--- src/rtl/io_port_pkg.sv ---
// Shared register map, status bit positions and the active-low hex-to-7-segment decoder
// used by the MMIO I/O port.
package io_port_pkg;

  // Word index within the 16-byte I/O window (byte offset >> 2).
  typedef enum logic [1:0] {
    IO_STATUS  = 2'd0,
    IO_SWITCH  = 2'd1,
    IO_DISPLAY = 2'd2,
    IO_RSVD    = 2'd3
  } io_reg_e;

  localparam int SW_RDY   = 0;
  localparam int DISP_RDY = 1;
  localparam int OVR      = 2;

  // Segment order {g,f,e,d,c,b,a}; a 0 lights the segment.
  function automatic logic [6:0] hex7seg(input logic [3:0] v);
    logic [6:0] s;
    case (v)
      4'h0: s = 7'h40;
      4'h1: s = 7'h79;
      4'h2: s = 7'h24;
      4'h3: s = 7'h30;
      4'h4: s = 7'h19;
      4'h5: s = 7'h12;
      4'h6: s = 7'h02;
      4'h7: s = 7'h78;
      4'h8: s = 7'h00;
      4'h9: s = 7'h10;
      4'hA: s = 7'h08;
      4'hB: s = 7'h03;
      4'hC: s = 7'h46;
      4'hD: s = 7'h21;
      4'hE: s = 7'h06;
      default: s = 7'h0E;
    endcase
    return s;
  endfunction

endpackage

--- src/rtl/btn_debounce.sv ---
// Button conditioner: 2-flop synchronizer, stability counter, registered one-cycle press pulse.
// Raw rise held steady reaches press after 2+DEBOUNCE_CYCLES edges.
module btn_debounce #(
  parameter int DEBOUNCE_CYCLES = 4
) (
  input  logic clk,
  input  logic reset,
  input  logic raw,
  output logic level,
  output logic press
);

  localparam int CW = (DEBOUNCE_CYCLES > 1) ? $clog2(DEBOUNCE_CYCLES) : 1;

  logic          sync1_q, sync1_d, sync2_q, sync2_d;
  logic          level_q, level_d, press_q, press_d, armed_q, armed_d;
  logic [1:0]    fill_q, fill_d;
  logic [CW-1:0] cnt_q, cnt_d;

  // A button held through reset release is not armed until a genuine low sample is seen,
  // so its level may settle high but it never produces a press until released and re-pressed.
  always_comb begin
    sync1_d = raw;
    sync2_d = sync1_q;
    fill_d  = {fill_q[0], 1'b1};
    armed_d = armed_q | (fill_q[1] & ~sync2_q);
    level_d = level_q;
    press_d = 1'b0;
    cnt_d   = '0;
    if (sync2_q != level_q) begin
      if (cnt_q == CW'(DEBOUNCE_CYCLES - 1)) begin
        level_d = sync2_q;
        press_d = sync2_q & armed_q;
      end else begin
        cnt_d = cnt_q + 1'b1;
      end
    end
  end

  always_ff @(posedge clk or negedge reset) begin
    if (!reset) begin
      sync1_q <= 1'b0;
      sync2_q <= 1'b0;
      fill_q  <= 2'b00;
      armed_q <= 1'b0;
      level_q <= 1'b0;
      press_q <= 1'b0;
      cnt_q   <= '0;
    end else begin
      sync1_q <= sync1_d;
      sync2_q <= sync2_d;
      fill_q  <= fill_d;
      armed_q <= armed_d;
      level_q <= level_d;
      press_q <= press_d;
      cnt_q   <= cnt_d;
    end
  end

  assign level = level_q;
  assign press = press_q;

endmodule

--- src/rtl/mmio_io_port.sv ---
// MMIO responder: W1C status flags, latched switches, display register and 8-digit 7-seg scanner.
// Optional leading-zero blanking when IO_PORT_ZERO_BLANK_EN is defined.
module mmio_io_port
  import io_port_pkg::*;
#(
  parameter logic [31:0] IO_BASE         = 32'h0000_0080,
  parameter int          DEBOUNCE_CYCLES = 4,
  parameter int          SCAN_DIV        = 4
) (
  input  logic        clk,
  input  logic        reset,
  input  logic        memwrite,
  input  logic [31:0] adr,
  input  logic [31:0] writedata,
  output logic [31:0] readdata,
  output logic        io_sel,
  input  logic        BTNL,
  input  logic        BTNR,
  input  logic [15:0] SW,
  output logic [7:0]  AN,
  output logic        DP,
  output logic [6:0]  A2G
);

  localparam int PW = (SCAN_DIV > 1) ? $clog2(SCAN_DIV) : 1;

  logic          r_press, l_press, r_level_unused, l_level_unused;
  logic [1:0]    adr_lsb_unused;
  logic [15:0]   sw_s1_q, sw_s1_d, sw_s2_q, sw_s2_d, sw_lat_q, sw_lat_d;
  logic [31:0]   disp_q, disp_d;
  logic          sw_rdy_q, sw_rdy_d, disp_rdy_q, disp_rdy_d, ovr_q, ovr_d;
  logic [PW-1:0] presc_q, presc_d;
  logic [2:0]    idx_q, idx_d;
  logic [7:0]    an_q, an_d;
  logic [6:0]    a2g_q, a2g_d;
  logic          wr_en, st_wr, dp_wr;
  io_reg_e       reg_sel;

  btn_debounce #(.DEBOUNCE_CYCLES(DEBOUNCE_CYCLES)) u_btnr (
    .clk(clk), .reset(reset), .raw(BTNR), .level(r_level_unused), .press(r_press)
  );
  btn_debounce #(.DEBOUNCE_CYCLES(DEBOUNCE_CYCLES)) u_btnl (
    .clk(clk), .reset(reset), .raw(BTNL), .level(l_level_unused), .press(l_press)
  );

  assign adr_lsb_unused = adr[1:0];
  assign io_sel  = (adr[31:4] == IO_BASE[31:4]);
  assign reg_sel = io_reg_e'(adr[3:2]);
  assign wr_en   = memwrite & io_sel;
  assign st_wr   = wr_en && (reg_sel == IO_STATUS);
  assign dp_wr   = wr_en && (reg_sel == IO_DISPLAY);

  always_comb begin
    readdata = '0;
    if (io_sel) begin
      case (reg_sel)
        IO_STATUS: begin
          readdata[SW_RDY]   = sw_rdy_q;
          readdata[DISP_RDY] = disp_rdy_q;
          readdata[OVR]      = ovr_q;
        end
        IO_SWITCH:  readdata = {16'h0000, sw_lat_q};
        IO_DISPLAY: readdata = disp_q;
        default:    readdata = '0;
      endcase
    end
  end

  // Clears are applied first so a press arriving on the same edge wins.
  always_comb begin
    sw_s1_d    = SW;
    sw_s2_d    = sw_s1_q;
    sw_rdy_d   = sw_rdy_q & ~(st_wr & writedata[SW_RDY]);
    disp_rdy_d = disp_rdy_q & ~(st_wr & writedata[DISP_RDY]) & ~dp_wr;
    ovr_d      = ovr_q & ~(st_wr & writedata[OVR]);
    sw_lat_d   = sw_lat_q;
    disp_d     = dp_wr ? writedata : disp_q;
    if (r_press) begin
      sw_lat_d = sw_s2_q;
      sw_rdy_d = 1'b1;
      if (sw_rdy_q) ovr_d = 1'b1;
    end
    if (l_press) disp_rdy_d = 1'b1;
  end

`ifdef IO_PORT_ZERO_BLANK_EN
  logic [2:0] msd;
  always_comb begin
    msd = 3'd0;
    for (int i = 1; i < 8; i++) begin
      if (disp_q[4*i +: 4] != 4'h0) msd = 3'(i);
    end
  end
`endif

  always_comb begin
    presc_d = presc_q + 1'b1;
    idx_d   = idx_q;
    if (presc_q == PW'(SCAN_DIV - 1)) begin
      presc_d = '0;
      idx_d   = idx_q + 3'd1;
    end
    an_d  = ~(8'b1 << idx_q);
    a2g_d = hex7seg(disp_q[{idx_q, 2'b00} +: 4]);
`ifdef IO_PORT_ZERO_BLANK_EN
    if (idx_q > msd) begin
      an_d  = 8'hFF;
      a2g_d = 7'h7F;
    end
`endif
  end

  always_ff @(posedge clk or negedge reset) begin
    if (!reset) begin
      sw_s1_q    <= '0;
      sw_s2_q    <= '0;
      sw_lat_q   <= '0;
      disp_q     <= '0;
      sw_rdy_q   <= 1'b0;
      disp_rdy_q <= 1'b0;
      ovr_q      <= 1'b0;
      presc_q    <= '0;
      idx_q      <= '0;
      an_q       <= 8'hFF;
      a2g_q      <= 7'h7F;
    end else begin
      sw_s1_q    <= sw_s1_d;
      sw_s2_q    <= sw_s2_d;
      sw_lat_q   <= sw_lat_d;
      disp_q     <= disp_d;
      sw_rdy_q   <= sw_rdy_d;
      disp_rdy_q <= disp_rdy_d;
      ovr_q      <= ovr_d;
      presc_q    <= presc_d;
      idx_q      <= idx_d;
      an_q       <= an_d;
      a2g_q      <= a2g_d;
    end
  end

  assign AN  = an_q;
  assign A2G = a2g_q;
  assign DP  = 1'b1;

endmodule

--- config.mk ---
export PLATFORM = sky130hd
export DESIGN_NAME = mmio_io_port
export DESIGN_NICKNAME = d
export VERILOG_FILES = /design/src/rtl/io_port_pkg.sv /design/src/rtl/btn_debounce.sv /design/src/rtl/mmio_io_port.sv
export SDC_FILE = /design/constraint.sdc
export NUM_CORES = 1
export LEC_CHECK = 0
export CORE_MARGIN = 2
export CORE_UTILIZATION = 48
export DETAILED_ROUTE_END_ITERATION = 10
export HOLD_SLACK_MARGIN = 0.08
export PLACE_DENSITY = 0.79
export SLEW_MARGIN = 20
export SYNTH_ARGS = -nofsm -noshare
export SYNTH_HDL_FRONTEND = slang
export SYNTH_SLANG_ARGS = --single-unit
--- constraint.sdc ---
create_clock -name clk -period 2.6 [get_ports clk]
set_clock_uncertainty 0.15 [all_clocks]
set_input_delay 0.39 -clock clk [delete_from_list [all_inputs] [get_ports clk]]
set_output_delay 0.39 -clock clk [all_outputs]
set_load 0.01 [all_outputs]
# Word level (Yosys, flattened, before mapping)

Memories as Yosys holds them, arrays and structs flattened. A register that Yosys moved wholly into a read port is not among the register bits.
Cells that the tools add are included.

Register bits after elaboration: 114
Memory bits (read-only): 112
Input port bits: 85
Output and inout bits: 49
Memories: 1

Memory list:

| memory           | words | bits a word | read ports | clocked after memory_dff | write ports | RTL line          | text |
|---|---|---|---|---|---|---|---|
| (name not given) | 16    | 7           | 1          | 1                        | 0           | io_port_pkg.sv:20 | `case (v)` |

Add/subtract/negate cells: 4
Eq/ne operators: 8
Shift operators: 2
Multiplexer cells: 16
Bitwise logic cells: 21
Reduce and logical (&&, ||, !) cells: 6

Operator list:

| kind                                                                    | number |
|---|---|
| 29-bit case mux with 2 select lines                                     | 1 |
| 32-bit two-way mux                                                      | 1 |
| 32-bit by 6-bit variable part select with 4-bit output                  | 1 |
| 28-bit by 4-bit equality test with 1-bit output (second input constant) | 1 |
| 1-bit AND                                                               | 12 |
| 2-bit two-way mux                                                       | 5 |
| 3-bit case mux with 3 select lines                                      | 1 |
| 2-bit equality test (second input constant)                             | 4 |
| 1-bit two-way mux                                                       | 8 |
| 8-bit NOT                                                               | 1 |
| 1-bit by 3-bit left shift with 8-bit output (first input constant)      | 1 |
| 2-bit by 1-bit adder with 2-bit output (second input constant)          | 3 |
| 1-bit NOT                                                               | 6 |
| 2-bit AND reduction                                                     | 2 |
| 3-bit by 1-bit adder with 3-bit output (second input constant)          | 1 |
| 2-bit by 1-bit equality test with 1-bit output (second input constant)  | 1 |
| 1-bit logical AND                                                       | 2 |
| 2-bit zero test                                                         | 1 |
| 1-bit inequality test                                                   | 2 |
| 1-bit OR                                                                | 2 |
| 1-bit zero test                                                         | 1 |

# Logic depth before layout (Yosys ltp)

Depth in word-level cells: 8
Mapped depth: 9

# By module

A second synthesis with hierarchy kept.

Cells, all modules: 351
Area total of the unflattened synthesis: 5038.6 µm²

Modules (own cells, without submodules):

| module       | instances | cells an instance | area an instance (µm²) | seq. area each (µm²) |
|---|---|---|---|---|
| mmio_io_port | 1         | 315               | 4438.0                 | 2596.2 |
| btn_debounce | 2         | 18                | 300.3                  | 225.2 |

# Worst setup path after synthesis

Ideal clock, no wire load.

Kind: in2out
Start: in adr[5]
End: out readdata[10]
Data arrival time: 1.733 ns
Data required time: 2.060 ns
Slack: 0.327 ns
Cell stages on the path: 5
Path through: nor4_1 > nand4_2 > or3_1 > buf_2 > nor2_1

Longest elaborated chain between the ends: 2

Ends and longest elaborated chain:

| item                                            | RTL line           | text |
|---|---|---|
| from (decl)                                     | mmio_io_port.sv:13 | `input logic [31:0] adr,` |
| 28-bit by 4-bit equality test with 1-bit output | mmio_io_port.sv:47 | `assign io_sel = (adr[31:4] == IO_BASE[31:4]);` |
| 32-bit two-way mux                              | mmio_io_port.sv:55 | `if (io_sel) begin` |
| to (decl)                                       | mmio_io_port.sv:15 | `output logic [31:0] readdata,` |

Every way passes these cells.

# Worst setup path in the final report

Start: in adr[20]
End: out readdata[9]

The elaborated chain is that of the path after synthesis.

==> impl_metrics.json <==
{
  "r2r-end": "A2G[1]",
  "slew_headroom_pct": 51.12,
  "crit_required_ns": 2.06,
  "synth_top_family_by_area": "multiplexers",
  "die_h_microns": 106.0,
  "pwr-share-clk_pct": 48.2,
  "start_kind": "primary input",
  "switching_share_pct": 22.76,
  "end_kind": "output pin",
  "drtIter0Drc": 198,
  "tritoncts": "done",
  "power.leakage_nw": 3.474,
  "fp.dieW_microns": 106.0,
  "critPathBufInv": 3,
  "core_sq_um": 10230,
  "rr_startpoint": "idx_q[0]",
  "grt_max_degree": 84,
  "final_antenna_net_count": 0,
  "drtPass1Iterations": 4,
  "die_area_sq_um": 11230,
  "hold_start": "SW[2]",
  "cts_root_buf": "clkbuf_8",
  "yosysSeqAreaShare_pct": 60.04,
  "arrival_ns": 1.99,
  "min_path_type": "in -> reg",
  "dp_slack_ns": -0.5695,
  "synth_fa_ha_area_share_pct": 5.014,
  "p_sw_mw": 1.187,
  "whs_path_depth": 1,
  "drive_gt1_share_pct": 31.24,
  "globalRoute.totalOverflow": 0,
  "yosysWarnings": 0,
  "p_per_area_nw_per_um2": 716.7,
  "fin_ws_ns": 0.06884,
  "status": "finished clean",
  "rows": 37,
  "finalNetCount": 618,
  "p_total_mw": 5.216,
  "drc": 0,
  "p_int_mw": 4.029,
  "synthesis.area_sq_um": 4991,
  "dp_hpwl_mm": 7.379,
  "syn_area_per_cell_sq_um": 14.38,
  "grt_pass1_wl_mm": 18.62,
  "peakVddDrop_mv": 0.7004,
  "synthDistinctLibCells": 50,
  "comb_power_share_pct": 9.5,
  "fmax_mhz": 395.1,
  "slew_violations": 0,
  "post-route-period-util_pct": 97.35,
  "antenna_found_initial": 0,
  "syn_to_final_growth_pct": 45.83,
  "muxShareOfSynthArea_pct": 17.77,
  "cts_buffer_depth": 2,
  "cts_made_buffers": 17,
  "ff2ff_path_depth": 8,
  "synthArstFlopShare_pct": 100.0,
  "htree_levels": 4,
  "grt_pass1_vias": 3746,
  "worstPathCellList": "dlygate4sd2_1 -> nor4_2 -> nand3_1 -> buf_4 -> or3_4 -> nor2_1 -> buf_2",
  "min_delay_worst_endpoint": "sw_s1_q[2]",
  "clk_latency_ns": 0.51,
  "slowest_stage": "or3_4",
  "cap_violations": 0,
  "seq_power_share_pct": 42.3,
  "post_drt_wl_per_cell_microns": 17.32,
  "totalWireLength_mm": 11.45,
  "worstPathMaxFanout": 13,
  "synth_seq_cells": 119,
  "clk_pin_slew_ns": 0.06,
  "viasPerCell": 5.138,
  "tightest_slew_ns": 0.7332,
  "vias": 3396,
  "slowest_delay_ns": 0.44,
  "grt_usage_pct": 21.96,
  "fin_tns_setup_ns": 0,
  "synth_xor_area_share_pct": 0.7019,
  "final-hold-violation-count": 0,
  "clock_sinks": 119,
  "reg2reg_slack_ns": 0.22,
  "synth_simple_gate_area_share_pct": 8.574,
  "synth_ff_type": "dfrtp_1",
  "start_util_pct": 48.78,
  "syn_inst": 347,
  "finalSetupViolations": 0,
  "worstSetupPathType": "in -> out",
  "crit_family": "simple AND/OR/NAND/NOR gates",
  "fin_crit_ns": 2.531,
  "synth_compound_area_share_pct": 4.563,
  "ios": 134,
  "portBuffers": 130,
  "synth_enable_flop_cells": 0,
  "gp_congestion": 0.8476,
  "diodes": 0
}
-- state kept, by name, indices dropped and copies added, names as in the netlist, 2 cells and up --
name	count
sw_s2_q	16
A2G	7
AN	8
sw_lat_q	16
u_btnr.cnt_q	2
u_btnl.cnt_q	2
u_btnl.fill_q	2
presc_q	2
disp_q	32
idx_q	3
sw_s1_q	16
-- synthesized netlist by cell type (2+ instances only) --
library cell  count  area share, %
a22oi_1          13            2.0
dfstp_2          15            7.9
and2_1           16            2.0
ha_1             20            5.0
a222oi_1          3           0.60
mux2_1           30            6.8
dfrtp_1         104             52
buf_6             5            1.1
and4b_1           2           0.40
o41ai_1           3           0.53
nor4_1            5           0.63
o22ai_1           2           0.25
mux2_2           21            4.7
mux4_1            4            2.1
nand2_1          15            1.1
a21o_1            3           0.45
nor2_1           14            1.1
xor2_1            2           0.35
nand2b_1          2           0.25
nor3_1            5           0.50
mux4_2            4            1.8
mux2i_1           8            1.6
inv_1            16            1.2
nor2b_1           2           0.25
clkbuf_1          7           0.53
xnor2_1           2           0.35
-- worst max-delay path by stage --
stage	startpoint	to	slack, ns	cells after the start
floorplan	adr[5]	readdata[10]	0.33	5
global placement	adr[13]	readdata[3]	-0.59	7
detailed placement	adr[13]	readdata[5]	-0.57	7
CTS	adr[3]	readdata[6]	0.004	8
global route	adr[20]	readdata[17]	-0.07	8
finish	adr[20]	readdata[9]	0.07	7
-- repair_timing --
| item | CTS | global route |
|---|---|---|
| gates cloned | 1 | 0 |
| endpoints found under the setup margin | 33 | 33 |
| buffers inserted | 12 | 2 |
| pin swaps | 11 | 11 |
| resized for setup | 182 | 28 |
| endpoints found under the hold margin | 36 | 0 |
| hold buffers | 1 | 0 |
-- placed cells by master (no fill, tap or decap), types with 15 or more instances in the layout --
cell             instances
buf_4                   20
clkbuf_16               16
dlygate4sd2_1           19
mux2_1                  30
nand2_1                 15
dfrtp_1                104
ha_1                    19
dfstp_2                 15
buf_2                   25
clkdlybuf4s50_1         66
mux2_2                  21
-- metal layers --
metal / up-vias / share of wire [%] / track usage [%]
met5: - / 0 / 0
met4: 0 / 1.9 / 8.553
met3: 19 / 4.5 / 6.131
met2: 107 / 54 / 38.94
met1: 1711 / 39 / 25.23
li1: 1559 / - / -
-- worst register-to-register path, delay by kind of cell, from the launching register on --
kind	cells	cell delay (ns)
muxes	3	1.00
AOI/OAI and AO/OA	1	0.18
buffers and inverters	3	0.36
DFF	1	0.37
adders and majority gates	1	0.24
-- area by class of cell --
cell class	instances	area (sq um)
Clock inverter	14	221.5
Timing Repair Buffer	161	1456
Fill cell	680	2953
Clock buffer	17	414.1
Tap cell	136	170.2
Multi-Input combinational cell	197	1956
Sequential cell	119	2997
Inverter	17	63.81
-- per-stage QoR --
step | hold WS (ns) | instances | area [sq um] | utilization (%)
global placement | 0.1813 | 617 | 6550 | 64.02
finish | 0.1654 | 661 | 7278 | 71.14
global route | 0.1459 | 661 | 7278 | 71.14
detailed placement | 0.1847 | 617 | 6550 | 64.02
floorplan | -0.05559 | 348 | 4995 | -
CTS | 0.1446 | 662 | 7268 | 71.04
-- cells by family after synthesis --
group                    Yosys count
flip-flops                       119
XOR/XNOR                           4
adder cells (fa/ha/maj)           20
AO/OA/AOI/OAI                     29
buffers and inverters             32
multiplexers                      69
AND/OR/NAND/NOR                   73
other                              1
-- power groups by stage --
stage,clock [mW],sequential (mW),combinational [mW]
2_1_floorplan,0,2.18,0.261
3_3_place_gp,0,2.21,0.454
3_5_place_dp,0,2.22,0.477
4_1_cts,2.56,2.21,0.498
5_1_grt,2.65,2.23,0.541
6_report,2.51,2.21,0.495
(Power assumes the default switching activity.)
